[config.mk]
export PLATFORM = sky130hd
export DESIGN_NAME = tk1_spi_slave
export DESIGN_NICKNAME = d
export VERILOG_FILES = /design/src/rtl/tk1_spi_slave.sv
export SDC_FILE = /design/constraint.sdc
export NUM_CORES = 1
export LEC_CHECK = 0
export ABC_AREA = 1
export BUFFER_PORTS_ARGS = -buffer_cell sky130_fd_sc_hd__buf_2
export CORE_MARGIN = 4
export CORE_UTILIZATION = 40
export CTS_CLUSTER_SIZE = 30
export DETAILED_ROUTE_END_ITERATION = 6
export PLACE_DENSITY_LB_ADDON = 0.25
export REMOVE_ABC_BUFFERS = 1
export SLEW_MARGIN = 20
export SYNTH_ARGS = -nofsm -noshare
export SYNTH_HDL_FRONTEND = slang
export SYNTH_SLANG_ARGS = --single-unit
[constraint.sdc]
create_clock -name clk -period 4.2 [get_ports clk]
set_input_delay 0.42 -clock clk [delete_from_list [all_inputs] [get_ports clk]]
set_output_delay 0.42 -clock clk [all_outputs]
set_load 0.05 [all_outputs]
[src/rtl/tk1_spi_slave.sv]
// Purpose : SPI mode-0 slave, one byte in/out per 8 SCK cycles, with a single TX holding register.
// Latency : SCK/SS/MOSI see 2 clk of synchronisation plus 1 clk to act; rx_data/rx_avail update 1 clk after the rise event.
// Backpr. : tx_ready low while the holding register is full (writes then dropped); rx bytes never stall, rx_overrun flags loss.
//
// Ports:
//   clk, reset_n            system clock, async active-low reset
//   spi_ss, spi_sck         SPI select (active-low) and clock, asynchronous to clk
//   spi_mosi, spi_miso      serial data in/out, MSB first
//   tx_data, tx_data_vld    response byte write into the holding register
//   tx_ready                holding register empty
//   rx_data, rx_avail       last received byte and its "unread" flag
//   rx_ack                  clears rx_avail and rx_overrun
//   rx_overrun              sticky: a byte landed while the previous one was unread
//   spi_active              synchronised, inverted spi_ss

module tk1_spi_slave #(
   parameter logic [7:0] IDLE_FILL = 8'hff
) (
   input  logic       clk,
   input  logic       reset_n,
   input  logic       spi_ss,
   input  logic       spi_sck,
   input  logic       spi_mosi,
   output logic       spi_miso,
   input  logic [7:0] tx_data,
   input  logic       tx_data_vld,
   output logic       tx_ready,
   output logic [7:0] rx_data,
   output logic       rx_avail,
   input  logic       rx_ack,
   output logic       rx_overrun,
   output logic       spi_active
);

   typedef enum logic {
      ST_IDLE   = 1'b0,
      ST_ACTIVE = 1'b1
   } state_t;

   // ------------------------------------------------------------------
   // Input synchronisers. ss resets high so reset release never looks
   // like a frame start; sck_prev resets to the sck reset value so no
   // edge is seen either.
   // ------------------------------------------------------------------
   logic [1:0] ss_ff;
   logic [1:0] sck_ff;
   logic [1:0] mosi_ff;
   logic       sck_prev;
   logic       ss_s;
   logic       sck_s;
   logic       mosi_s;

   always_ff @(posedge clk or negedge reset_n) begin
      if (!reset_n) begin
         ss_ff    <= 2'b11;
         sck_ff   <= 2'b00;
         mosi_ff  <= 2'b00;
         sck_prev <= 1'b0;
      end else begin
         ss_ff    <= {ss_ff[0], spi_ss};
         sck_ff   <= {sck_ff[0], spi_sck};
         mosi_ff  <= {mosi_ff[0], spi_mosi};
         sck_prev <= sck_ff[1];
      end
   end

   assign ss_s   = ss_ff[1];
   assign sck_s  = sck_ff[1];
   assign mosi_s = mosi_ff[1];

   logic rise_evt;
   logic fall_evt;

   assign rise_evt = sck_s & ~sck_prev & ~ss_s;
   assign fall_evt = ~sck_s & sck_prev & ~ss_s;

   // ------------------------------------------------------------------
   // Frame control FSM
   // ------------------------------------------------------------------
   state_t state;
   state_t state_nxt;
   logic   frame_start;
   logic   frame_end;

   always_ff @(posedge clk or negedge reset_n) begin
      if (!reset_n) begin
         state <= ST_IDLE;
      end else begin
         state <= state_nxt;
      end
   end

   always_comb begin
      state_nxt   = state;
      frame_start = 1'b0;
      frame_end   = 1'b0;
      case (state)
         ST_IDLE: begin
            if (!ss_s) begin
               state_nxt   = ST_ACTIVE;
               frame_start = 1'b1;
            end
         end
         ST_ACTIVE: begin
            if (ss_s) begin
               state_nxt = ST_IDLE;
               frame_end = 1'b1;
            end
         end
         default: state_nxt = ST_IDLE;
      endcase
   end

   // ------------------------------------------------------------------
   // Datapath control. Frame start owns the shift registers for its
   // cycle, so any edge coinciding with it is dropped.
   // ------------------------------------------------------------------
   logic [2:0] bit_cnt;
   logic [7:0] rx_shift;
   logic [7:0] tx_shift;
   logic [7:0] hold_dat;
   logic       hold_full;
   logic [7:0] rx_byte;
   logic [7:0] next_tx_byte;
   logic       byte_done;
   logic       tx_load;
   logic       tx_shift_en;

   assign rx_byte      = {rx_shift[6:0], mosi_s};
   assign next_tx_byte = hold_full ? hold_dat : IDLE_FILL;
   assign byte_done    = rise_evt & ~frame_start & (bit_cnt == 3'd7);
   // Reloading on the fall after bit 8 puts the next response MSB on the
   // wire before the master's next rising edge.
   assign tx_load      = frame_start | (fall_evt & (bit_cnt == 3'd0));
   assign tx_shift_en  = fall_evt & ~frame_start & (bit_cnt != 3'd0);

   // Bit counter and receive shifter; both clear on either frame boundary
   // so an aborted byte leaves nothing behind.
   always_ff @(posedge clk or negedge reset_n) begin
      if (!reset_n) begin
         bit_cnt  <= 3'd0;
         rx_shift <= 8'h00;
      end else if (frame_start || frame_end) begin
         bit_cnt  <= 3'd0;
         rx_shift <= 8'h00;
      end else if (rise_evt) begin
         bit_cnt  <= bit_cnt + 3'd1;
         rx_shift <= rx_byte;
      end
   end

   // Transmit shifter
   always_ff @(posedge clk or negedge reset_n) begin
      if (!reset_n) begin
         tx_shift <= 8'h00;
      end else if (tx_load) begin
         tx_shift <= next_tx_byte;
      end else if (tx_shift_en) begin
         tx_shift <= {tx_shift[6:0], 1'b0};
      end
   end

   // Holding register. A write in the same cycle as a load from an empty
   // register stays queued for the following load.
   always_ff @(posedge clk or negedge reset_n) begin
      if (!reset_n) begin
         hold_dat  <= 8'h00;
         hold_full <= 1'b0;
      end else if (tx_load && hold_full) begin
         hold_full <= 1'b0;
      end else if (tx_data_vld && !hold_full) begin
         hold_dat  <= tx_data;
         hold_full <= 1'b1;
      end
   end

   // Receive byte, availability and overrun. An ack coinciding with a new
   // byte counts as having read the old one, so no overrun.
   always_ff @(posedge clk or negedge reset_n) begin
      if (!reset_n) begin
         rx_data    <= 8'h00;
         rx_avail   <= 1'b0;
         rx_overrun <= 1'b0;
      end else begin
         if (byte_done) begin
            rx_data  <= rx_byte;
            rx_avail <= 1'b1;
         end else if (rx_ack) begin
            rx_avail <= 1'b0;
         end

         if (byte_done && rx_avail && !rx_ack) begin
            rx_overrun <= 1'b1;
         end else if (rx_ack) begin
            rx_overrun <= 1'b0;
         end
      end
   end

   assign spi_miso   = (state == ST_ACTIVE) ? tx_shift[7] : 1'b1;
   assign tx_ready   = ~hold_full;
   assign spi_active = ~ss_s;

endmodule

==> Yosys cells after proc, flatten, opt, wreduce, memory -nomap -nowiden <==
Cells that the tools add are included.
Widths: inputs -> output; s select.
{ "totals": {"out_inout_bits": 13, "rom_bits": 0, "latch_bits": 0, "ramBits": 0, "reg_bits": 45, "n_memories": 0} }
{ "classes": {"n_div": 0, "eq_ne": 1, "n_shift": 0, "bitwise": 16, "n_mux": 17, "multipliers": 0, "add_sub_neg": 1, "n_lt_le_gt_ge": 0, "n_reduce_logical": 15} }
{ "op_table": {"columns": ["operator", "n"], "rows": [
  ["$mux 8", 3],
  ["$mux 7", 2],
  ["$mux 1", 10],
  ["$reduce_bool 2->1", 5],
  ["$and 1x1->1", 9],
  ["$mux 3", 2],
  ["$not 1->1", 6],
  ["$logic_and 1x1->1", 4],
  ["$add 3x1->3 const B", 1],
  ["$eq 3x3->1 const B", 1],
  ["$logic_not 3->1", 1],
  ["$reduce_bool 3->1", 1],
  ["$logic_not 1->1", 2],
  ["$reduce_and 2->1", 1],
  ["$logic_or 1x1->1", 1],
  ["$or 1x1->1", 1]
]} }

==> Longest topological paths before layout <==
Gate-level depths: netlist of the first run.
{ "logic_depth": {"depth_word": 8, "depth_mapped": 8, "depth_no_buf": 8} }

==> Worst setup path before layout of the first run <==
Ideal clock, no wire load.
{ "synth_timing": {"path_kind": "register to register", "start": "register ss_ff[1]", "end": "register rx_overrun", "arrival_ns": 1.660, "path_stages_with_launch": 7, "path_slack_ns": 2.466, "path_buffers": 1, "path_cell_list": "dfstp_2 > inv_1 > ha_1 > inv_2 > nand4_4 > buf_6 > o21ai_2"} }
{ "synth_between": {"elab_cells_between_ends": 11, "classes_between": "mux (3); bitwise (5); reduce/logical (3)"} }
{ "synth_rtl": {"columns": ["element", "line_no", "rtl"], "rows": [
  ["from (decl)", "45", "logic [1:0] ss_ff;"],
  ["from (signal assigned)", "60", "ss_ff <= {ss_ff[0], spi_ss};"],
  ["$not 1->1 *", null, null],
  ["net spi_active", "32", "output logic spi_active"],
  ["$and 1x1->1 *", "74", "assign rise_evt = sck_s & ~sck_prev & ~ss_s;"],
  ["$and 1x1->1 * (2 in series)", "131", "assign byte_done = rise_evt & ~frame_start & (bit_cnt == 3'd7);"],
  ["$logic_and 1x1->1 * (2 in series)", "192", "if (byte_done && rx_avail && !rx_ack) begin"],
  ["$mux 1 or $reduce_bool 2->1 (tied branches)", null, null],
  ["to (signal assigned)", "183", "rx_overrun <= 1'b0;"],
  ["to (signal assigned)", "193", "rx_overrun <= 1'b1;"],
  ["to (signal assigned)", "195", "rx_overrun <= 1'b0;"],
  ["to (decl)", "31", "output logic rx_overrun,"]
]} }
Mark *: on every way through the listed nets, which the timed path passes. The rest lies on a longest branch.
A chain may end at the register's enable or synchronous reset.

==> Worst setup path after layout of the first run <==
{ "layout_timing": {"start": "register ss_ff[1]", "end": "register rx_data[1]"} }
{ "layout_between": {"elab_chain_len": 5, "elab_cells_between_ends": 7, "classes_between": "mux (2); bitwise (5)"} }
{ "layout_rtl": {"columns": ["element", "line_no", "rtl"], "rows": [
  ["$mux 1", "99", "if (!ss_s) begin"],
  ["$mux 1", "97", "case (state)"],
  ["$not 1->1", "131", null],
  ["$and 1x1->1 * (2 in series)", "131", null],
  ["to (signal assigned)", "186", "rx_data <= rx_byte;"],
  ["to (decl)", "28", "output logic [7:0] rx_data,"]
]} }
Every way passes the cells marked *; elsewhere a longest branch is shown, timed or not.

==> results.toml, run 1 <==
[timing]
fin_skew_ns = 0.00586
rsz0062_at_grt = "no"
tns_ns = 0
hold_ws_ns = 0.0366
finalCritPeriodShare_pct = 39.7
layout_setup_ws_ns = 2.53
finalSetupViolCount = 0
period_minus_slack_ns = 1.67
tightest_slew_ns = 0.382
fmax_mhz = 600
slew_headroom_pct = 74.5
slew_violations = 0
hold_viol_final = 0

[final_layout]
nFillCells = 440
n_antenna_cell = 0
area_growth_syn_to_layout_pct = 16.5
layout-drive-gt1-share_pct = 22.9
final_util_pct = 49.4
nets = 249
multi_input_area_um2 = 623
final-seq-area_um2 = 1130
stdcell_area_um2 = 2190

[clock_tree]
clock_path_buffers = 2
path_clk_slew_ns = 0.08
numCtsBuffers = 5
clk_latency_ns = 0.29
ctsResizeCount = 0
h-tree-depth = 2
cts_tree = "built"
hold_buffers = 0
cts_setup_buffers = 0
cts_root_buf = "clkbuf_8"
cts_sinks = 45

[power_and_ir_drop]
vdd_drop_max_v = 0.000255
comb_power_share_pct = 17.2
switching_share_pct = 27.4
p_per_area_nw_per_um2 = 467
p_leak_nw = 1.14
internal_power_mw = 0.743
power.switching_mw = 0.280
power_frac_seq_pct = 50.8
clockPowerShare_pct = 32.0

[worst_setup_path]
cp.required_ns = 4.38
slowest_delay_ns = 0.53
critPathMaxFanout = 18
rr_worst_depth = 6
reg2reg_slack_ns = 2.53
r2r-end = "rx_data[1]"
crit_path_top_delay_cell = "dfstp_2"
reg2reg_from = "ss_ff[1]"
critPathKind = "reg -> reg"
crit_chain = "inv_1, ha_1, inv_2, nand4_4, nand2_1, o21ai_2"
endpoint_kind = "register"
cp.arrival_ns = 1.85
critPathLaunchType = "register"

[global_route]
grt_max_degree = 46
grt_pass1_vias = 1190
grtUsageTotal_pct = 11.7
grt_use_met2_pct = 15.9
met1_usage_pct = 17.0
use_met3_pct = 3.43
antenna_found_initial = 0
grt_pass1_wl_mm = 5.50
grt.overflow.total = 0
busiest_layer = "met1"

[synthesis]
synth_cell_types = 17
netlist.area_leader.share_pct = 57.1
ys_async_sr_fraction_pct = 100
synth_area_leaders = "dfrtp_1 (57%), nand2_1 (11%), nand3_1 (5.6%)"
synthesis.area_um2 = 1880
avgSynthCellArea_um2 = 9.46
yosys_most_used_dff = "dfrtp_1"
ys_seq_area_share_pct = 59.9
synth-edff-count = 0
yosys_warnings = 0
ys_ff_latch = 45
syn_inst = 199
synth_top_area_cell = "dfrtp_1"

[drt]
dr.pass1.iters = 4
routed-via-count = 1294
wirelength_mm = 3.10
wl_per_cell_um = 10.9
drc = 0
drt_iter0_drc = 54
avgViaCountPerCell = 4.57
ant_nets = 0

[placement]
dp_hpwl_mm = 2.11
place_congestion = 0.775
dpl_cell_area_um2 = 2060
dp_slack_ns = 2.51
port_buffers = 27

[floorplan]
die-height_um = 76.6
chipWidth_um = 76.6
dieArea_um2 = 5870
start_util_pct = 42.4
boundaryPins = 28
fp.coreArea_um2 = 4440
rows = 24

[status]
status = "finished clean"

[min_path]
worst_hold_path_type = "in -> async"

[flow_run]
maxCapViolations = 0
==> worst max-delay path: cells and delay by family (launching register included) <==
| family | cells | cell delay (ns) |
|---|---|---|
| flip-flops | 1 | 0.53 |
| buffers and inverters | 2 | 0.25 |
| AO/OA/AOI/OAI | 1 | 0.06 |
| adder cells (fa/ha/maj) | 1 | 0.22 |
| AND/OR/NAND/NOR | 2 | 0.48 |
==> power by group through the flow <==
stage / Combinational [mW] / Clock, mW / Sequential, mW
finish: 0.176 / 0.328 / 0.520
global route: 0.204 / 0.364 / 0.528
CTS: 0.177 / 0.341 / 0.520
detailed placement: 0.174 / 0 / 0.529
global placement: 0.173 / 0 / 0.528
floorplan: 0.128 / 0 / 0.523
==> registers in the layout, summed over array words and instances (netlist names), 2 cells and up <==
| register | cells |
|---|---|
| bit_cnt | 3 |
| rx_data | 8 |
| mosi_ff | 2 |
| rx_shift | 7 |
| sck_ff | 2 |
| ss_ff | 2 |
| tx_shift | 8 |
| hold_dat | 8 |
==> cells in the final DEF (no fill, tap or decap), drive strengths merged <==
cell	Yosys	layout
a21oi	1	1
buf	4	28
bufinv	0	1
clkbuf	0	7
dfrtp	43	43
dfstp	2	2
ha	4	4
inv	28	28
nand2	59	59
nand3	21	21
nand4	1	1
nor2	11	11
o21ai	25	25
==> cells by family (layout without fill, tap and decap cells) <==
group	after synthesis	count (layout)	synth area share, %
buf+inv	32	64	6.98
simple gates	92	92	21.7
flops	45	45	59.9
fa+ha+maj	4	4	2.66
compound gates	26	26	8.70
==> Yosys cell counts, types with 3 or more instances <==
master / instances
o21ai_0: 15
nand2_1: 57
nor2_1: 9
inv_1: 26
buf_2: 3
ha_1: 4
o21ai_2: 9
nand3_1: 21
dfrtp_1: 43
==> cell type report <==
| class | instances | share of cell area [%] |
|---|---|---|
| clock inverters | 1 | 1.37 |
| multi-input cells | 122 | 28.4 |
| flip-flops and latches | 45 | 51.5 |
| inverters | 28 | 4.79 |
| well taps | 52 | 2.97 |
| clock buffers | 7 | 3.94 |
| repair buffers | 28 | 7.07 |
==> layer usage <==
layer	wire length (um)	share of wire, %
met1	1620	52
met2	1240	40
met3	169	5.5
met4	68	2.2
met5	0	0
==> metrics by stage <==
step           power (mW)  instances
2_1_floorplan       0.650        195
3_3_place_gp        0.701        274
3_5_place_dp        0.703        274
4_1_cts              1.04        282
5_1_grt              1.10        283
6_report             1.02        283
==> worst max path at each step <==
stage             start    endpoint  slack [ns]  cells past startpoint
5_1_grt        ss_ff[1]  rx_data[1]        2.37                      6
4_1_cts        ss_ff[1]  rx_data[1]        2.49                      6
3_5_place_dp   ss_ff[1]  rx_data[1]        2.51                      6
3_3_place_gp   ss_ff[1]  rx_data[2]        2.55                      6
2_1_floorplan  ss_ff[1]  rx_data[0]        2.40                      6
6_report       ss_ff[1]  rx_data[1]        2.53                      6
Note: power is estimated with default switching activity, not from simulation.
==> inputs of run 2 (changes only) <==
--- a/config.mk
+++ b/config.mk
@@ -5,7 +5,7 @@
 export SDC_FILE = /design/constraint.sdc
 export NUM_CORES = 1
 export LEC_CHECK = 0
-export ABC_AREA = 1
+export ABC_AREA = 0
 export BUFFER_PORTS_ARGS = -buffer_cell sky130_fd_sc_hd__buf_2
 export CORE_MARGIN = 4
 export CORE_UTILIZATION = 40
==> constraint.sdc (replaced) <==
create_clock -name clk -period 1.6 [get_ports clk]
set_input_delay 0.16 -clock clk [delete_from_list [all_inputs] [get_ports clk]]
set_output_delay 0.16 -clock clk [all_outputs]
set_load 0.05 [all_outputs]
==> run 2 against run 1 <==
Effect of this change:
- total power grew to 2.6 times the previous value
- synthesized cell count is 29% lower
- utilization grew 1.7 points
- flip-flop and latch count is the same
- via count down 6.2%
- hold slack got worse by 0.0016 ns
- setup slack lost 2.4 ns
- first-iteration DRC count is 24% lower
- synthesized area decreased by 1.0%
==> results.toml, run 2 <==
[timing]
fin_skew_ns = 0.00850
slew_headroom_pct = 68.8
period_minus_slack_ns = 1.47
slew_violations = 0
fmax_mhz = 682
tns_ns = 0
hold_ws_ns = 0.0350
finalSetupViolCount = 0
tightest_slew_ns = 0.468
hold_viol_final = 0
rsz0062_at_grt = "no"
finalCritPeriodShare_pct = 91.7

[clock_tree]
cts_root_buf = "clkbuf_8"
cts_setup_buffers = 0
clk_latency_ns = 0.29
h-tree-depth = 2
cts_tree = "built"
path_clk_slew_ns = 0.08
clock_path_buffers = 2
cts_sinks = 45
numCtsBuffers = 5

[worst_setup_path]
critPathLaunchType = "register"
critPathMaxFanout = 9
critPathKind = "reg -> reg"
crit_path_top_delay_cell = "dfstp_2"
endpoint_kind = "register"
slowest_delay_ns = 0.53
path_delay_family = "flip-flops"
cp_num_buf_inv = 2
cp.arrival_ns = 1.65
crit_chain = "inv_1, ha_1, clkinv_1, nand3_4, mux2_2"
cp.required_ns = 1.78

[synthesis]
avgSynthCellArea_um2 = 13.1
synth_cell_types = 28
yosys_warnings = 0
synth_top_area_cell = "dfrtp_1"
muxShareOfSynthArea_pct = 14.5
synth-edff-count = 0
synthesis.area_um2 = 1860
ys_ff_latch = 45
synthTopCellsByCount = "dfrtp_1 (43), mux2_2 (16), nor2b_1 (11)"
synth_fa_ha_area_share_pct = 2.68
syn_inst = 142
ys_seq_area_share_pct = 60.5
netlist.area_leader.share_pct = 57.7
synth_most_common_cell = "dfrtp_1"
synth_xor_area_share_pct = 0.470
synth_compound_area_share_pct = 6.44
synth_area_leaders = "dfrtp_1 (58%), mux2_2 (9.7%), mux2i_1 (4.8%)"
yosys_most_used_dff = "dfrtp_1"
synth_top_family_by_area = "multiplexers"
synthSimpleGateAreaFrac_pct = 11.8
ys_async_sr_fraction_pct = 100

[global_route]
grt_pass1_wl_mm = 6.14
grtUsageTotal_pct = 13.4
grt_pass1_vias = 1295
antenna_found_initial = 0
grt.overflow.total = 0
grt_max_degree = 28

[placement]
port_buffers = 27
dp_hpwl_mm = 2.57
place.detailed.instances = 224
dpl_cell_area_um2 = 2110
place_congestion = 0.746

[power_and_ir_drop]
p_per_area_nw_per_um2 = 1190
p_leak_nw = 1.05
vdd_drop_max_v = 0.000753

[drt]
avgViaCountPerCell = 5.14
ant_nets = 0
dr.pass1.iters = 4
drc = 0
drt_iter0_drc = 41
routed-via-count = 1214
wl_per_cell_um = 14.7
wirelength_mm = 3.48

[final_layout]
layout.cells.non_filler = 236
nets = 202
final_cell_mix = "dfrtp_1 (43), buf_2 (27), mux2_2 (16)"
stdcell_area_um2 = 2270
final_util_pct = 51.0
layout_commonest_cell = "dfrtp_1"
layout-drive-gt1-share_pct = 35.9
n_antenna_cell = 0
area_growth_syn_to_layout_pct = 21.6
top_regs = "hold_dat x8, rx_data x8, tx_shift x8"

[floorplan]
die-height_um = 76.3
rows = 24
start_util_pct = 41.9
chipWidth_um = 76.3
fp.coreArea_um2 = 4440
boundaryPins = 28
dieArea_um2 = 5820

[status]
status = "finished clean"

[min_path]
worst_hold_path_type = "in -> reg"

[flow_run]
maxCapViolations = 0
## run 2: cell families (layout without fill, tap and decap cells)
family,count (synthesis),after routing
flops,45,45
compound gates,19,19
mux,25,25
buf+inv,14,56
fa+ha+maj,4,4
simple gates,34,34
xor+xnor,1,1
## run 2: power breakdown
group / switching [mW] / internal (mW) / total (mW)
clock: 0.357 / 0.509 / 0.866
sequential: 0.0973 / 1.29 / 1.39
combinational: 0.229 / 0.213 / 0.442
total: 0.684 / 2.02 / 2.70
## run 2: cell type report
class                           count  area [um2]
Clock inverter                      1        30.0
Clock buffer                        7        86.3
Tap cell                           52        65.1
Sequential cell                    45        1130
Fill cell                         390        2180
Multi-Input combinational cell     83         672
Timing Repair Buffer               40         255
Inverter                            8        30.0
## run 2: repair_timing
action,4_1_cts,5_1_grt
endpoints found under the setup margin,0,8
resized for setup,0,1
endpoints found under the hold margin,21,0
hold buffers,4,0
## run 2: worst paths after layout
check	slack [ns]	cells after the start	to	start
max in group asynchronous	0.68	3	ss_ff[1]	reset_n
setup / recovery	0.13	5	rx_data[0]	ss_ff[1]
min in group asynchronous	0.34	2	tx_shift[1]	reset_n
hold / removal	0.03	2	rx_overrun	rx_ack
setup reg to reg	0.13	5	rx_data[0]	ss_ff[1]
hold reg to reg	0.35	0	sck_ff[1]	sck_ff[0]
## run 2: worst register-to-register path, delay by kind of cell (launching register included)
| family | cells | cell delay (ns) |
|---|---|---|
| simple gates | 1 | 0.14 |
| fa+ha+maj | 1 | 0.23 |
| buf+inv | 2 | 0.15 |
| mux | 1 | 0.31 |
| flops | 1 | 0.53 |
## run 2: stage by stage
stage / power, mW / worst slack (ns)
global placement: 1.83 / 0.124
finish: 2.70 / 0.133
CTS: 2.74 / 0.0799
global route: 2.84 / 0.0102
floorplan: 1.69 / -0.600
detailed placement: 1.85 / 0.0967
## run 2: layer usage
metal / track usage [%] / part of all wire (%) / vias to the layer above
met4: 7.07 / 2.2 / 0
met1: 17.1 / 45 / 601
met5: 0 / 0 / -
met2: 20.9 / 49 / 25
li1: - / - / 582
met3: 3.31 / 3.5 / 6
==> inputs of run 3 (changes only) <==
==> constraint.sdc (replaced) <==
create_clock -name clk -period 1.2 [get_ports clk]
set_input_delay 0.12 -clock clk [delete_from_list [all_inputs] [get_ports clk]]
set_output_delay 0.12 -clock clk [all_outputs]
set_load 0.05 [all_outputs]
==> run 3 against run 2 <==
Effect of this change:
- the flow now finishes with violations (setup timing)
- largest cell class unchanged
- hold slack better by 0.017 ns
- global-route usage is 0.38 points higher
- critical endpoint is now rx_data[6]
- wire length is 9.3% higher
- highest routed layer unchanged
==> results.toml, run 3 (synthesis gave the netlist of run 2 again) <==
[clock_tree]
path_clk_slew_ns = 0.09
clk_latency_ns = 0.29
cts_root_buf = "clkbuf_8"
clock_path_buffers = 2
cts_sinks = 45
h-tree-depth = 2
cts_tree = "built"
numCtsBuffers = 5

[final_layout]
nFillCells = 369
final_cell_mix = "dfrtp_1 (43), buf_2 (24), mux2_2 (15), buf_4 (15)"
n_antenna_cell = 0
nets = 216
area_growth_syn_to_layout_pct = 35.2
layout-drive-gt1-share_pct = 48.0
top_regs = "hold_dat x8, rx_data x8, tx_shift x8"
final_util_pct = 56.7
layout_commonest_cell = "dfrtp_1"

[flow_run]
maxCapViolations = 0

[timing]
rsz0062_at_grt = "yes"
slew_violations = 0
period_minus_slack_ns = 1.42
hold_ws_ns = 0.0517
tightest_slew_ns = 0.319
finalCritPeriodShare_pct = 118
finalSetupViolCount = 30
hold_viol_final = 0
layout_setup_ws_ns = -0.221
fin_skew_ns = 0.0122
fmax_mhz = 704
slew_headroom_pct = 78.6

[global_route]
antenna_found_initial = 0
grt_pass1_vias = 1360
grt.overflow.total = 0
grtUsageTotal_pct = 13.8
grt_pass1_wl_mm = 6.47
grt_max_degree = 46

[floorplan]
fp.coreArea_um2 = 4440
start_util_pct = 41.9
rows = 24
die-height_um = 76.3
chipWidth_um = 76.3
boundaryPins = 28
dieArea_um2 = 5820

[power_and_ir_drop]
p_per_area_nw_per_um2 = 1510
vdd_drop_max_v = 0.000762
p_leak_nw = 1.15
design_power_total_mw = 3.81

[drt]
wirelength_mm = 3.80
drt_iter0_drc = 110
top_layer = "met4"
drt-met1-wl_mm = 1.67
dr.pass1.iters = 4
avgViaCountPerCell = 5.17
ant_nets = 0
drc = 0
wl_met2_mm = 1.93
routed-via-count = 1292
wl_per_cell_um = 15.2
met3_length_um = 129

[status]
violations = "setup timing"
status = "finished, violations left"

[placement]
place_congestion = 0.799
dp_hpwl_mm = 2.54
port_buffers = 27

[worst_setup_path]
critPathLaunchType = "register"
endpoint_kind = "register"
cp.arrival_ns = 1.60
critPathKind = "reg -> reg"
cp.required_ns = 1.38
critPathMaxFanout = 5
rr_worst_depth = 5

[min_path]
hold_depth = 2
worst_hold_path_type = "in -> reg"
## run 3: cell count changes in the layout (fill, tap and decap cells not counted), moves of 3 or more
cell,before,now
buf_4,8,15
ha_1,4,1
buf_6,0,7
nor3_1,7,2
nor3_2,0,4
buf_2,27,24
## run 3: final timing paths
kind,to,slack [ns],from
min in group asynchronous,sck_ff[1],0.33,reset_n
worst min-delay path,hold_dat[5],0.05,tx_data[5]
worst min register to register,sck_ff[1],0.35,sck_ff[0]
worst max-delay path,rx_data[6],-0.22,ss_ff[1]
max in group asynchronous,ss_ff[1],0.60,reset_n
worst max register to register,rx_data[6],-0.22,ss_ff[1]
## run 3: timing repair
action,CTS,global route
cloned,1,1
pin swaps,5,0
hold buffers,5,0
resized for setup,20,21
endpoints found under the setup margin,32,40
buffers inserted,2,3
hold endpoints to repair,47,0
## run 3: area by class of cell
class                   instances  area, um2  area share (%)
clock buffers                   7       86.3            3.43
inverters                       8       42.5            1.69
multi-input cells              84        771            30.6
repair buffers                 53        397            15.7
well taps                      52       65.1            2.58
clock inverters                 1       30.0            1.19
flip-flops and latches         45       1130            44.8
## run 3: routing by layer
metal | up-vias | track usage (%)
met5 | - | 0
met4 | 0 | 5.07
met3 | 8 | 3.78
met2 | 30 | 22.2
met1 | 642 | 17.7
li1 | 612 | -
## run 3: where the power goes
part           internal, mW  switching, mW  total [mW]
logic                 0.416          0.359       0.775
registers              1.72          0.146        1.87
clock network         0.679          0.487        1.17
## run 3: stage by stage
step	std cells	setup TNS [ns]	instance area [um2]	setup slack [ns]
floorplan	136	-18.91	1830	-1.00
global placement	230	-5.66	2150	-0.270
detailed placement	230	-6.58	2150	-0.295
CTS	246	-4.16	2420	-0.222
global route	250	-6.71	2520	-0.289
finish	250	-4.38	2520	-0.221
## run 3: worst max-delay path, stage by stage, from the launching register on
cell	delay, ns
dfstp_2	0.38
buf_6	0.11
nor3b_4	0.24
buf_4	0.17
nand3_4	0.12
mux2_2	0.30
